## src/rtl/speed_pkg.sv

```systemverilog
// rtl/speed_pkg.sv - shared state encoding and widths for the speed scheduler
package speed_pkg;

  localparam int THRESH_W = 26;
  localparam int LEVEL_W  = 4;

  typedef enum logic [1:0] {
    S_IDLE  = 2'd0,
    S_RUN   = 2'd1,
    S_PAUSE = 2'd2
  } state_t;

endpackage

```

## src/rtl/level_threshold_calc.sv

```systemverilog
// rtl/level_threshold_calc.sv - combinational level -> clamped divider threshold
// Optional halving of the threshold when SPEED_SCHED_BOOST_EN is defined.
module level_threshold_calc
  import speed_pkg::*;
#(
  parameter logic [THRESH_W-1:0] BASE_THRESHOLD = 26'd50_000_000,
  parameter logic [THRESH_W-1:0] STEP           = 26'd4_000_000,
  parameter logic [THRESH_W-1:0] MIN_THRESHOLD  = 26'd5_000_000
) (
  input  logic [LEVEL_W-1:0]  level,
`ifdef SPEED_SCHED_BOOST_EN
  input  logic                boost,
`endif
  output logic [THRESH_W-1:0] threshold
);

  logic [29:0]         prod;
  logic [29:0]         diff;
  logic [THRESH_W-1:0] level_thr;

  // 30-bit arithmetic so a large level*STEP cannot wrap back above the floor
  always_comb begin
    prod = 30'(level) * 30'(STEP);
    diff = 30'(BASE_THRESHOLD) - prod;
    if ((prod > 30'(BASE_THRESHOLD)) || (diff < 30'(MIN_THRESHOLD))) begin
      level_thr = MIN_THRESHOLD;
    end else begin
      level_thr = diff[THRESH_W-1:0];
    end
  end

`ifdef SPEED_SCHED_BOOST_EN
  logic [THRESH_W-1:0] half_thr;

  always_comb begin
    half_thr  = level_thr >> 1;
    threshold = level_thr;
    if (boost) begin
      threshold = (half_thr < MIN_THRESHOLD) ? MIN_THRESHOLD : half_thr;
    end
  end
`else
  assign threshold = level_thr;
`endif

endmodule

```

## src/rtl/speed_scheduler.sv

```systemverilog
// rtl/speed_scheduler.sv - game-speed FSM driving the threshold pulse divider
// Optional boost input enabled by SPEED_SCHED_BOOST_EN.
module speed_scheduler
  import speed_pkg::*;
#(
  parameter logic [THRESH_W-1:0] BASE_THRESHOLD  = 26'd50_000_000,
  parameter logic [THRESH_W-1:0] STEP            = 26'd4_000_000,
  parameter logic [THRESH_W-1:0] MIN_THRESHOLD   = 26'd5_000_000,
  parameter logic [7:0]          TICKS_PER_LEVEL = 8'd16,
  parameter logic [LEVEL_W-1:0]  MAX_LEVEL       = 4'd15
) (
  input  logic                default_clk,
  input  logic                reset,
  input  logic                start,
  input  logic                pause,
  input  logic                stop,
  input  logic                pulse_in,
`ifdef SPEED_SCHED_BOOST_EN
  input  logic                boost,
`endif
  output logic                div_enable,
  output logic [THRESH_W-1:0] threshold,
  output logic                tick,
  output logic [LEVEL_W-1:0]  level,
  output logic                running
);

  state_t              state;
  state_t              state_nxt;
  logic                accept;
  logic                wrap;
  logic [7:0]          tick_count;
  logic [7:0]          count_nxt;
  logic [LEVEL_W-1:0]  level_nxt;
  logic [THRESH_W-1:0] calc_thr;

  always_ff @(posedge default_clk) begin
    if (reset) begin
      state <= S_IDLE;
    end else begin
      state <= state_nxt;
    end
  end

  always_comb begin
    state_nxt = state;
    if (stop) begin
      state_nxt = S_IDLE;
    end else begin
      case (state)
        S_IDLE:  if (start && !pause) state_nxt = S_RUN;
        S_RUN:   if (pause) state_nxt = S_PAUSE;
        S_PAUSE: if (!pause) state_nxt = S_RUN;
        default: state_nxt = S_IDLE;
      endcase
    end
  end

  // A pulse counts only if we stay in RUN across this edge
  always_comb begin
    accept    = (state == S_RUN) && !stop && !pause && pulse_in;
    wrap      = accept && (tick_count == (TICKS_PER_LEVEL - 8'd1));
    count_nxt = tick_count;
    level_nxt = level;
    if (stop) begin
      count_nxt = 8'd0;
      level_nxt = '0;
    end else if (wrap) begin
      count_nxt = 8'd0;
      if (level != MAX_LEVEL) level_nxt = level + 4'd1;
    end else if (accept) begin
      count_nxt = tick_count + 8'd1;
    end
  end

`ifdef SPEED_SCHED_BOOST_EN
  logic boost_act;
  assign boost_act = boost && (state_nxt == S_RUN);

  level_threshold_calc #(
    .BASE_THRESHOLD (BASE_THRESHOLD),
    .STEP           (STEP),
    .MIN_THRESHOLD  (MIN_THRESHOLD)
  ) u_calc (
    .level     (level_nxt),
    .boost     (boost_act),
    .threshold (calc_thr)
  );
`else
  level_threshold_calc #(
    .BASE_THRESHOLD (BASE_THRESHOLD),
    .STEP           (STEP),
    .MIN_THRESHOLD  (MIN_THRESHOLD)
  ) u_calc (
    .level     (level_nxt),
    .threshold (calc_thr)
  );
`endif

  // Threshold tracks the level being entered, so it changes on the same edge
  always_ff @(posedge default_clk) begin
    if (reset) begin
      tick       <= 1'b0;
      level      <= '0;
      tick_count <= 8'd0;
      threshold  <= BASE_THRESHOLD;
    end else begin
      tick       <= accept;
      level      <= level_nxt;
      tick_count <= count_nxt;
      threshold  <= calc_thr;
    end
  end

  assign running    = (state == S_RUN);
  assign div_enable = (state == S_RUN);

endmodule

```

## config.mk

```make
export PLATFORM = sky130hd
export DESIGN_NAME = speed_scheduler
export DESIGN_NICKNAME = d
export VERILOG_FILES = /design/src/rtl/speed_pkg.sv /design/src/rtl/level_threshold_calc.sv /design/src/rtl/speed_scheduler.sv
export SDC_FILE = /design/constraint.sdc
export NUM_CORES = 1
export LEC_CHECK = 0
export BUFFER_PORTS_ARGS = -buffer_cell sky130_fd_sc_hd__buf_2
export CORE_ASPECT_RATIO = 1.1
export CORE_MARGIN = 4
export CORE_UTILIZATION = 42
export CTS_CLUSTER_SIZE = 25
export DETAILED_ROUTE_END_ITERATION = 7
export GPL_TIMING_DRIVEN = 0
export PLACE_DENSITY = 0.67
export SYNTH_ARGS = -nofsm -noshare
export SYNTH_HDL_FRONTEND = slang
export SYNTH_SLANG_ARGS = --single-unit
```

## constraint.sdc

```tcl
create_clock -name default_clk -period 18.31 [get_ports default_clk]
set_clock_uncertainty 0.05 [all_clocks]
set_input_delay 0.9155 -clock default_clk [delete_from_list [all_inputs] [get_ports default_clk]]
set_output_delay 0.9155 -clock default_clk [all_outputs]
set_load 0.05 [all_outputs]
```

After elaboration in Yosys (flattened, before gate mapping)
Index checks and enable logic that the tools add are counted.
{ "totals": {"reg_bits": 41, "latchBits": 0, "ramBits": 0, "rom_bits": 0, "input_bits": 6, "out_inout_bits": 33, "wordCells": 40, "memories": 0} }
{ "op_classes": {"add_sub_neg": 3, "mul": 1, "n_div": 0, "n_lt_le_gt_ge": 2, "n_eq_ne": 7, "shift": 0, "mux": 8, "bitwise": 0, "reduce_logical": 13} }
{ "op_table": {"columns": ["operator", "count"], "rows": [
  ["30-bit by 23-bit less-than comparator with 1-bit output (second input constant)", 1],
  ["26-bit by 26-bit subtractor with 27-bit output (first input constant)", 1],
  ["26-bit greater-than comparator (second input constant)", 1],
  ["26-bit two-way mux", 1],
  ["4-bit by 14-bit multiplier with 18-bit output (second input constant)", 1],
  ["4-bit two-way mux", 3],
  ["8-bit by 1-bit adder with 8-bit output (second input constant)", 1],
  ["8-bit by 4-bit equality test with 1-bit output (second input constant)", 1],
  ["2-bit two-way mux", 3],
  ["2-bit inequality test (second input constant)", 3],
  ["2-bit one-hot mux with 3 select lines", 1],
  ["1-bit logical AND", 5],
  ["4-bit by 1-bit adder with 4-bit output (second input constant)", 1],
  ["4-bit inequality test (second input constant)", 1],
  ["2-bit OR reduction", 2],
  ["3-bit AND reduction", 1],
  ["3-bit OR reduction", 1],
  ["2-bit by 1-bit equality test with 1-bit output (second input constant)", 1],
  ["2-bit equality test (second input constant)", 1],
  ["1-bit zero test", 2],
  ["2-bit zero test", 1],
  ["1-bit logical OR", 1]
]} }

Longest topological paths before layout
Gate-level depths: netlist (run 1).
{ "logic_depth": {"ltp_word": 12, "depth_mapped": 20, "mapped_depth_nobuf": 20} }

Hierarchy
Synthesis (run 1) repeated with hierarchy kept, for this count alone.
{ "hier_totals": {"cells_unflattened": 320, "area_unflattened_um2": 2854.0} }
{ "by_module_without_submodules": {"columns": ["module", "instances", "cells_each", "area_per_inst_um2", "seq_area_each_um2"], "rows": [
  ["speed_scheduler", 1, 142, 1511.4, 820.8],
  ["level_threshold_calc", 1, 178, 1342.5, 0.0]
]} }

Least setup slack after synthesis (run 1)
Ideal clock, no wire load.
{ "synth_path": {"path_kind": "input -> register", "startpoint": "input port pause", "endpoint": "register threshold[8]", "setup_time_ns": 0.127, "arrival_ns": 5.981, "t_required_ns": 18.133, "setup_slack_ns": 12.152, "path_stages": 18, "path_buffers": 0, "path_cell_list": "nand4bb_1 > nor4_4 > mux2i_1 > inv_1 > fa_1 > inv_1 > fa_1 > inv_1 > ha_1 > a21oi_1 > xnor2_1 > nor2_1 > and2_1 > nor3b_1 > a41o_1 > a31o_2 > o211a_4 > or3_1"} }
{ "synth_via": {"elab_chain_len": 11, "elab_cells_between_ends": 12, "classes_between": "add/sub (1); mul (1); order compare (2); mux (3); reduce/logical (5)"} }
{ "synth_lines": {"columns": ["element", "line", "text"], "rows": [
  ["from (decl)", "speed_scheduler.sv:15", "input logic pause,"],
  ["1-bit zero test (*)", "speed_scheduler.sv:61", "accept = (state == S_RUN) && !stop && !pause && pulse_in;"],
  ["1-bit logical AND (*) (2 in series)", "speed_scheduler.sv:61", null],
  ["1-bit logical AND (*)", "speed_scheduler.sv:62", "wrap = accept && (tick_count == (TICKS_PER_LEVEL - 8'd1));"],
  ["4-bit two-way mux (*)", "speed_scheduler.sv:68", "end else if (wrap) begin"],
  ["4-bit two-way mux (*)", "speed_scheduler.sv:65", "if (stop) begin"],
  ["net level_nxt[1]", "speed_scheduler.sv:34", "logic [LEVEL_W-1:0] level_nxt;"],
  ["4-bit by 14-bit multiplier with 18-bit output (*)", "level_threshold_calc.sv:23", "prod = 30'(level) * 30'(STEP);"],
  ["26-bit by 26-bit subtractor with 27-bit output", "level_threshold_calc.sv:24", "diff = 30'(BASE_THRESHOLD) - prod;"],
  ["30-bit by 23-bit less-than comparator with 1-bit output", "level_threshold_calc.sv:25", "if ((prod > 30'(BASE_THRESHOLD)) || (diff < 30'(MIN_THRESHOLD))) begin"],
  ["1-bit logical OR (*)", "level_threshold_calc.sv:25", null],
  ["26-bit two-way mux (*)", "level_threshold_calc.sv:25", null],
  ["to (signal assigned)", "speed_scheduler.sv:111", "threshold <= calc_thr;"],
  ["to (decl)", "speed_scheduler.sv:22", "output logic [THRESH_W-1:0] threshold,"]
]} }
Mark *: on every way through the listed nets, which the timed path passes. The rest lies on a longest branch.
A chain may end at the register's enable or synchronous reset.

Final worst setup path (run 1)
{ "layout_path": {"startpoint": "input port stop", "endpoint": "register threshold[8]"} }
{ "layout_via": {"elab_chain_len": 12, "elab_cells_between_ends": 13, "classes_between": "add/sub (1); mul (1); order compare (2); mux (3); reduce/logical (6)"} }
{ "layout_lines": {"columns": ["element", "line", "text"], "rows": [
  ["from (decl)", "speed_scheduler.sv:16", "input logic stop,"],
  ["1-bit zero test", "speed_scheduler.sv:61", null],
  ["1-bit logical AND (3 in series)", "speed_scheduler.sv:61", null],
  ["1-bit logical AND", "speed_scheduler.sv:62", null],
  ["4-bit two-way mux", "speed_scheduler.sv:68", null],
  ["4-bit two-way mux (*)", "speed_scheduler.sv:65", null],
  ["net level_nxt[1]", "speed_scheduler.sv:34", null],
  ["4-bit by 14-bit multiplier with 18-bit output (*)", "level_threshold_calc.sv:23", null],
  ["26-bit by 26-bit subtractor with 27-bit output", "level_threshold_calc.sv:24", null],
  ["30-bit by 23-bit less-than comparator with 1-bit output", "level_threshold_calc.sv:25", null],
  ["1-bit logical OR (*)", "level_threshold_calc.sv:25", null],
  ["26-bit two-way mux (*)", "level_threshold_calc.sv:25", null]
]} }
Marks and branches as above.

==> results.json, run 1 <==
{
  "status": "complete, no violations",
  "max_clock_freq_mhz": 147,
  "cp_common_cell": "inv_1",
  "avgSynthCellArea_sq_um": 8.63,
  "coreArea_sq_um": 5910,
  "num_vias": 2250,
  "antenna_found_initial": 0,
  "portBuffers": 31,
  "final_cell_mix": "dfxtp_1 (35), nor2_1 (32), buf_2 (31)",
  "crit_arrival_ns": 6.92,
  "worstSetupEndpointType": "register",
  "nFillCells": 578,
  "antenna_cells": 0,
  "combPwrFrac_pct": 5.5,
  "crit_chain": "buf_2 > nand4bb_1 > nor4_4 > mux2i_1 > inv_1 > fa_1 > inv_1 > fa_1 > inv_1 > ha_1 > a21oi_1 > xnor2_1 > nor2_1 > and2_1 > nor3b_1 > a41o_1 > a31o_2 > o211a_4 > or3_1",
  "routed-wl-met3_um": 202,
  "fin_crit_sh_pct": 37.2,
  "die_height_um": 90.9,
  "hold_class": "reg -> reg",
  "ctsResizeCount": 0,
  "synth_ff_type": "dfxtp_1",
  "final_common_cell": "dfxtp_1",
  "cts_max_level": 2,
  "cts_buffers": 5,
  "vias_per_cell": 5.31,
  "rsz0062_at_grt": "false",
  "hold_viol_final": 0,
  "start_util_pct": 44.4,
  "switching_power_mw": 0.0325,
  "place.gp.congestion": 0.780,
  "synth_warnings": 0,
  "fin_util_pct": 50.4,
  "cts_sinks": 35,
  "slew-limit-headroom_pct": 38.6,
  "root_buffer": "clkbuf_8",
  "track_usage_pct": 15.8,
  "peakVddDrop_uv": 33.9,
  "wl_met2_mm": 2.70,
  "fp-row-count": 29,
  "detail-route-antenna-nets": 0,
  "p_leak_nw": 1.38,
  "ys_types": 60,
  "final_max_slew_viol_count": 0,
  "grt_max_degree": 11,
  "hold_buffers": 0,
  "p_per_area_nw_per_um2": 47.0,
  "grt_pass1_vias": 2138,
  "drive_above_1_share_pct": 16.7,
  "wl_per_cell_um": 13.3,
  "gr-total-overflow": 0,
  "pin_count": 39,
  "grt_first_pass_wirelength_mm": 10.1,
  "p_seq_share_pct": 54.4,
  "synthesis.area_sq_um": 2620,
  "drv_cap": 0,
  "clkTransAtPathRegs_ns": 0.07,
  "tightest_slew_ns": 0.896,
  "multiInputGateArea_sq_um": 1780,
  "hp-start": "tick_count[7]",
  "pwr-share-clk_pct": 40.0,
  "top_layer_used": "met4",
  "ys_seq_area_share_pct": 26.7,
  "synthToLayoutAreaGrowth_pct": 13.6,
  "timing.hold.ws_ns": 0.470,
  "critical_path_class": "in -> reg",
  "worstSetupStartpoint": "stop",
  "worstReg2RegStart": "tick_count[0]",
  "dp_slack_ns": 11.22,
  "drt-initial-drc-count": 108,
  "async_flop_share_pct": 0,
  "drt_pass1_iterations": 4,
  "cts_tree": "done",
  "fin_ws_ns": 11.50,
  "setup_tns_ns": 0,
  "drcViolationCount": 0,
  "dp_hpwl_mm": 4.43,
  "crit_required_ns": 18.42,
  "clockBufferDepth": 2,
  "crit_path_start_kind": "input port",
  "syn_inst": 304,
  "slowest_delay_ns": 0.80,
  "wl_met1_mm": 2.64,
  "slowest_stage": "mux2i_1",
  "synth-edff-count": 0,
  "wl_mm": 5.62,
  "die_w_um": 83.4,
  "die_area_sq_um": 7580,
  "p_int_mw": 0.108,
  "setup_viol": 0,
  "p_sw_share_pct": 23.2,
  "clk_latency_ns": 0.28,
  "ff_latch_area_sq_um": 701,
  "ys_ff_latch": 35,
  "crit_path_max_fanout": 9,
  "period_needed_ns": 6.81,
  "final_nets": 382,
  "post-cts-setup-buffers": 0
}
==> synth_stat cells (4+ instances only) <==
cell      instances  area share [%]
xnor2_1          17             5.7
fa_1              5             3.8
nand2_1          26             3.7
nor2b_1           9             2.1
nor2_1           32             4.6
and2_1            7             1.7
a21oi_1           7             1.3
clkbuf_1          7             1.0
ha_1             24              11
inv_1            20             2.9
mux2i_1           6             2.3
a21o_1            4             1.1
o21ai_0          10             1.9
buf_4             7             2.0
a211oi_1          5             1.4
nor3_1            8             1.5
dfxtp_1          35              27
nand2b_1          5             1.2
o211ai_1          5             1.4
xor2_1            8             2.7
==> power groups by stage <==
| stage | combinational [mW] | sequential [mW] | clock (mW) |
|---|---|---|---|
| after floorplan | 0.00619 | 0.0780 | 0 |
| after global placement | 0.00772 | 0.0780 | 0 |
| after detailed placement | 0.00775 | 0.0780 | 0 |
| after CTS | 0.00777 | 0.0763 | 0.0576 |
| after global routing | 0.00842 | 0.0763 | 0.0606 |
| final | 0.00778 | 0.0763 | 0.0562 |
==> layer usage <==
metal | vias up | GRT usage (%)
met5 | - | 0
li1 | 1135 | -
met1 | 1067 | 21.0
met4 | 0 | 4.90
met2 | 40 | 26.5
met3 | 8 | 1.92
==> metrics by stage <==
stage                     power (mW)  cell area, sq um  std cells
after global routing           0.145              2980        424
final                          0.140              2980        424
after floorplan               0.0842              2640        309
after CTS                      0.142              2980        424
after global placement        0.0858              2890        417
after detailed placement      0.0858              2890        417
==> sequential cells by signal (all words and copies together), names as in the netlist <==
name and count:
tick 1, tick_count 8, threshold 20, state 2
level 4
==> area by class of cell <==
| class | count | area share (%) |
|---|---|---|
| sequential | 35 | 23.5 |
| inverter | 20 | 2.52 |
| timing repair buffer | 31 | 5.20 |
| clock buffer | 6 | 2.77 |
| buffer | 15 | 3.02 |
| tap | 77 | 3.23 |
| multi-input combinational | 239 | 59.6 |
| clock inverter | 1 | 0.168 |
==> logic make-up after synthesis <==
kind of cell	Yosys count	share of synthesized area [%]
AO/OA/AOI/OAI	55	15.9
XOR/XNOR	25	8.35
adder cells (fa/ha/maj)	29	15.3
buffers and inverters	35	6.29
flip-flops	35	26.7
multiplexers	8	3.15
other	1	0.143
AND/OR/NAND/NOR	116	24.2
==> worst max-delay path: cells and delay by family <==
family	cells	cell delay, ns
XOR/XNOR	1	0.32
AND/OR/NAND/NOR	6	1.81
adder cells (fa/ha/maj)	3	1.47
buffers and inverters	4	0.61
multiplexers	1	0.80
AO/OA/AOI/OAI	4	0.97
==> worst paths after layout <==
check,depth (start not counted),endpoint,slack [ns]
max,19,threshold[8],11.50
min,2,tick_count[7],0.47
max reg2reg,19,threshold[8],11.75
min reg2reg,2,tick_count[7],0.47
No activity file was read; power rests on OpenSTA's default activity.
==> run 2: changes to the inputs <==
- clock period: 18.31 -> 6.6 ns (I/O delays scaled with it)
==> run 2 against run 1 <==
Effect of this change: worst setup slack worse by 11 ns; total power grew to 2.8 times the previous value; sequential share of layout area is 0.22 points lower; critical endpoint unchanged; sequential power grew to 2.8 times the previous value; hold slack worse by 0.25 ns; first-iteration DRC count is 21% lower; largest cell class unchanged; register-to-register slack worse by 11 ns; non-clock buffer count stayed put; largest power group unchanged; wire length is 0.11% higher; critical path type is now reg -> reg.
==> results.json, run 2 (synthesis results as in run 1) <==
{
  "grt_first_pass_wirelength_mm": 10.1,
  "drive_above_1_share_pct": 17.6,
  "critical_path_class": "reg -> reg",
  "cts_max_level": 2,
  "die_height_um": 90.9,
  "drv_cap": 0,
  "tightest_slew_ns": 0.796,
  "antenna_cells": 0,
  "status": "complete, no violations",
  "peakVddDrop_uv": 93.9,
  "top_register": "threshold",
  "period_needed_ns": 6.18,
  "clk_latency_ns": 0.28,
  "wl_mm": 5.63,
  "worst-r2r-setup-slack_ns": 0.42,
  "track_usage_pct": 15.8,
  "grt_pass1_vias": 2138,
  "fin_util_pct": 50.9,
  "num_vias": 2256,
  "cts_sinks": 35,
  "crit_required_ns": 6.71,
  "slew-limit-headroom_pct": 46.8,
  "synthToLayoutAreaGrowth_pct": 14.7,
  "clockBufferDepth": 2,
  "gr-total-overflow": 0,
  "crit_arrival_ns": 6.29,
  "final_cell_mix": "dfxtp_1 (35), nor2_1 (32), buf_2 (31)",
  "fp-row-count": 29,
  "crit_path_max_fanout": 9,
  "grt_max_degree": 11,
  "root_buffer": "clkbuf_8",
  "critPathCapture": "threshold[8]",
  "ff_latch_area_sq_um": 701,
  "coreArea_sq_um": 5910,
  "vias_per_cell": 5.32,
  "final_nets": 382,
  "drt-initial-drc-count": 85,
  "detail-route-antenna-nets": 0,
  "max_clock_freq_mhz": 162,
  "place.gp.congestion": 0.780,
  "top_regs": "threshold (20), tick_count (8), level (4)",
  "clkTransAtPathRegs_ns": 0.07,
  "die_w_um": 83.4,
  "antenna_found_initial": 0,
  "setup_tns_ns": 0,
  "drcViolationCount": 0,
  "cp_common_cell": "inv_1",
  "slowest_stage": "fa_1",
  "crit_chain": "ha_1 > nand4b_1 > nor4_4 > mux2i_4 > inv_1 > fa_1 > inv_1 > fa_1 > inv_1 > ha_1 > a21oi_1 > xnor2_1 > nor2_1 > and2_1 > nor3b_1 > a41o_1 > a31o_2 > o211a_4 > or3_1",
  "nFillCells": 575,
  "multiInputGateArea_sq_um": 1810,
  "p_per_area_nw_per_um2": 129,
  "worstSetupEndpointType": "register",
  "crit_path_start_kind": "register",
  "dp_hpwl_mm": 4.43,
  "placed_area_sq_um": 2890,
  "pin_count": 39,
  "drt_pass1_iterations": 4,
  "hold_buffers": 0,
  "fin_crit_sh_pct": 93.6,
  "wl_per_cell_um": 13.3,
  "final_cell_area_sq_um": 3010,
  "cts_buffers": 5,
  "slowest_delay_ns": 0.61,
  "cts_tree": "done",
  "hold_viol_final": 0,
  "reg2reg_to": "threshold[8]",
  "die_area_sq_um": 7580,
  "hold_class": "in -> reg",
  "final_max_slew_viol_count": 0,
  "p_leak_nw": 1.39,
  "worstReg2RegStart": "tick_count[0]",
  "portBuffers": 31,
  "rr_worst_depth": 19,
  "largest_reg_flops": 20,
  "start_util_pct": 44.4,
  "worstSetupStartpoint": "tick_count[0]",
  "hp-start": "pause",
  "final_common_cell": "dfxtp_1",
  "setup_viol": 0,
  "rsz0062_at_grt": "false"
}
[run 2: cell counts in the layout (fill, tap and decap cells not counted)]
Identical to the previous run, type by type.
[run 2: repair_timing]
item / CTS / global route
setup buffers: 0 / 0
setup endpoints to repair: 0 / 17
resized for setup: 0 / 5
[run 2: area by class of cell]
type | instances | area share, %
Tap cell | 77 | 3.20
Timing Repair Buffer | 31 | 5.15
Clock inverter | 1 | 0.166
Clock buffer | 6 | 2.74
Sequential cell | 35 | 23.3
Inverter | 20 | 2.49
Buffer | 15 | 2.99
Multi-Input combinational cell | 239 | 60.0
[run 2: report_power, final]
group / total, mW / internal [mW] / switching, mW
sequential: 0.212 / 0.211 / 0.000330
combinational: 0.0218 / 0.00562 / 0.0162
clock: 0.155 / 0.0819 / 0.0735
total: 0.389 / 0.299 / 0.0901
[run 2: worst max-delay path: cells and delay by family (launching register included)]
| family | cells | cell delay (ns) |
|---|---|---|
| DFF | 1 | 0.38 |
| AOI/OAI and AO/OA | 4 | 0.97 |
| and+or+nand+nor | 6 | 1.84 |
| adders and majority gates | 4 | 1.63 |
| buffers and inverters | 3 | 0.36 |
| muxes | 1 | 0.50 |
| xor gates and xnor gates | 1 | 0.31 |
[run 2: how the worst min path moves through the flow]
stage	to	slack (ns)	depth (start not counted)
2_1_floorplan	state[0]	0.36	1
3_5_place_dp	tick_count[7]	0.46	2
5_1_grt	state[0]	0.20	2
3_3_place_gp	tick_count[7]	0.45	2
6_report	state[0]	0.21	2
4_1_cts	state[0]	0.20	2
[run 2: metrics by stage]
step	cells	setup slack (ns)	total power, mW	hold slack, ns
CTS	424	0.0199	0.393	0.205
detailed placement	417	0.0518	0.238	0.459
finish	424	0.424	0.389	0.215
global placement	417	0.183	0.238	0.448
floorplan	309	0.832	0.234	0.356
global route	424	0.0643	0.403	0.204
[run 2: per-layer routing]
layer	part of all wire (%)	vias up	track usage, %
li1	-	1134	-
met1	47	1073	21.0
met2	48	41	26.5
met3	3.6	8	1.92
met4	1.6	0	4.90
met5	0	-	0
==> run 3: changes to the inputs <==
- HOLD_SLACK_MARGIN: not set -> 0.1
- PLACE_DENSITY: 0.67 -> 0.69
- clock period: 6.6 -> 5.4 ns (I/O delays scaled with it)
==> run 3 against run 2 <==
Effect of this change: sequential share of layout area shrank 3.0 points; global-route usage grew 1.7 points; sequential power grew 22%; wire length grew 17%; final cell count grew 7.1%.
==> results.json, run 3 (synthesis results as in run 1) <==
{
  "crit_required_ns": 5.53,
  "crit_path_max_fanout": 5,
  "cp_top_family": "simple AND/OR/NAND/NOR gates",
  "drive_above_1_share_pct": 33.7,
  "final_cell_mix": "buf_4 (33), nor2_1 (31), buf_2 (31)",
  "final_max_slew_viol_count": 0,
  "place.gp.congestion": 0.829,
  "met2_usage_pct": 29.7,
  "root_buffer": "clkbuf_8",
  "drcViolationCount": 0,
  "period_needed_ns": 5.29,
  "fin_util_pct": 59.0,
  "met3_usage_pct": 3.01,
  "antenna_found_initial": 0,
  "placed_area_sq_um": 2940,
  "coreArea_sq_um": 5910,
  "crit_chain": "or4_4 > nor4_4 > mux2i_4 > buf_6 > ha_4 > fa_1 > inv_2 > fa_2 > nand2b_4 > or4_4 > nand3_4 > xnor2_2 > or4b_4 > a211o_1 > o2111ai_4 > o211ai_1 > and2_1",
  "hold_class": "in -> reg",
  "die_w_um": 83.4,
  "setup_tns_ns": 0,
  "wl_mm": 6.60,
  "critical_path_class": "reg -> reg",
  "peakVddDrop_uv": 123,
  "track_usage_pct": 17.5,
  "grt.busiest_layer": "met2",
  "slowest_stage": "or4_4",
  "dp_hpwl_mm": 4.50,
  "largest_reg_flops": 20,
  "tightest_slew_ns": 0.559,
  "setup_viol": 0,
  "num_vias": 2408,
  "hold_buffers": 0,
  "wl_per_cell_um": 14.5,
  "worstSetupEndpointType": "register",
  "grt_pass1_vias": 2287,
  "top_register": "threshold",
  "start_util_pct": 44.4,
  "cts_tree": "done",
  "status": "complete, no violations",
  "clkTransAtPathRegs_ns": 0.07,
  "use_met1_pct": 21.9,
  "worst-r2r-setup-slack_ns": 0.11,
  "p_leak_nw": 1.58,
  "crit_buf_inv": 2,
  "max_clock_freq_mhz": 189,
  "cp_common_cell": "or4_4",
  "drt_pass1_iterations": 4,
  "final_cell_area_sq_um": 3490,
  "portBuffers": 31,
  "synthToLayoutAreaGrowth_pct": 33.0,
  "detail-route-antenna-nets": 0,
  "cts_buffers": 5,
  "grt_first_pass_wirelength_mm": 10.9,
  "timing.hold.ws_ns": 0.160,
  "slew-limit-headroom_pct": 62.5,
  "final_common_cell": "buf_4",
  "rsz0062_at_grt": "true",
  "slowest_delay_ns": 0.59,
  "final_nets": 412,
  "antenna_cells": 0,
  "dp_cells": 417,
  "grt_max_degree": 11,
  "pin_count": 39,
  "hold_viol_final": 0,
  "die_area_sq_um": 7580,
  "drv_cap": 0,
  "clockBufferDepth": 2,
  "clk_latency_ns": 0.29,
  "final_cell_count_no_fill": 454,
  "drt-initial-drc-count": 160,
  "nFillCells": 503,
  "vias_per_cell": 5.30,
  "p_per_area_nw_per_um2": 136,
  "die_height_um": 90.9,
  "top_regs": "threshold (20), tick_count (8), level (4)",
  "crit_arrival_ns": 5.41,
  "fp-row-count": 29,
  "cts_sinks": 35,
  "fin_crit_sh_pct": 97.9,
  "gr-total-overflow": 0,
  "cts_max_level": 2,
  "crit_path_start_kind": "register"
}
==> run 3: cell types whose count changed in the layout (fill, tap and decap cells not counted), moves of 3 or more <==
cell | previous run | this run
a21oi_1 | 7 | 4
buf_4 | 7 | 33
buf_6 | 1 | 5
dfxtp_1 | 35 | 29
dfxtp_2 | 0 | 6
ha_1 | 24 | 19
ha_4 | 0 | 3
inv_1 | 20 | 16
xnor2_1 | 17 | 12
xnor2_2 | 0 | 4
==> run 3: final cells by class <==
cell class / instances / area, sq um / share of cell area (%)
multi-input combinational: 239 / 2030 / 58.2
sequential: 35 / 708 / 20.3
timing repair buffer: 62 / 407 / 11.7
tap: 77 / 96.3 / 2.76
clock buffer: 6 / 82.6 / 2.37
buffer: 14 / 80.1 / 2.29
inverter: 20 / 80.1 / 2.29
clock inverter: 1 / 5.00 / 0.143
==> run 3: worst reg2reg max path: stages (launching register included) <==
cell	delay (ns)
dfxtp_2	0.33
or4_4	0.59
nor4_4	0.27
mux2i_4	0.39
buf_6	0.16
ha_4	0.19
fa_1	0.51
inv_2	0.05
fa_2	0.45
nand2b_4	0.17
or4_4	0.43
nand3_4	0.09
xnor2_2	0.07
or4b_4	0.56
a211o_1	0.35
o2111ai_4	0.14
o211ai_1	0.21
and2_1	0.19
==> run 3: repair_timing <==
action,in CTS,in global routing
pin swaps,15,12
setup buffers,18,13
resized for setup,21,28
endpoints found under the setup margin,20,18
endpoints found under the hold margin,0,0
==> run 3: final timing paths <==
kind,end,startpoint,cells after the start
max,threshold[17],tick_count[7],17
min,state[0],pause,2
max reg2reg,threshold[17],tick_count[7],17
min reg2reg,tick_count[7],tick_count[7],2
==> run 3: through the flow <==
| step | setup slack, ns | power (mW) |
|---|---|---|
| after global placement | -0.513 | 0.291 |
| after CTS | -0.0672 | 0.478 |
| after global routing | -0.0435 | 0.494 |
| after floorplan | 0.00190 | 0.286 |
| after detailed placement | -0.735 | 0.291 |
| final | 0.114 | 0.475 |
==> run 3: metal layers <==
| layer | wire length [um] | up-vias |
|---|---|---|
| met2 | 3290 | 67 |
| met3 | 297 | 8 |
| met1 | 2880 | 1140 |
| met5 | 0 | - |
| li1 | - | 1193 |
| met4 | 124 | 0 |
==> run 3: report_power, final <==
part | switching [mW] | total [mW] | leakage [nW] | internal (mW)
Clock | 0.0892 | 0.189 | 0.0470 | 0.0999
Combinational | 0.0205 | 0.0276 | 1.25 | 0.00708
Sequential | 0.000392 | 0.259 | 0.286 | 0.258
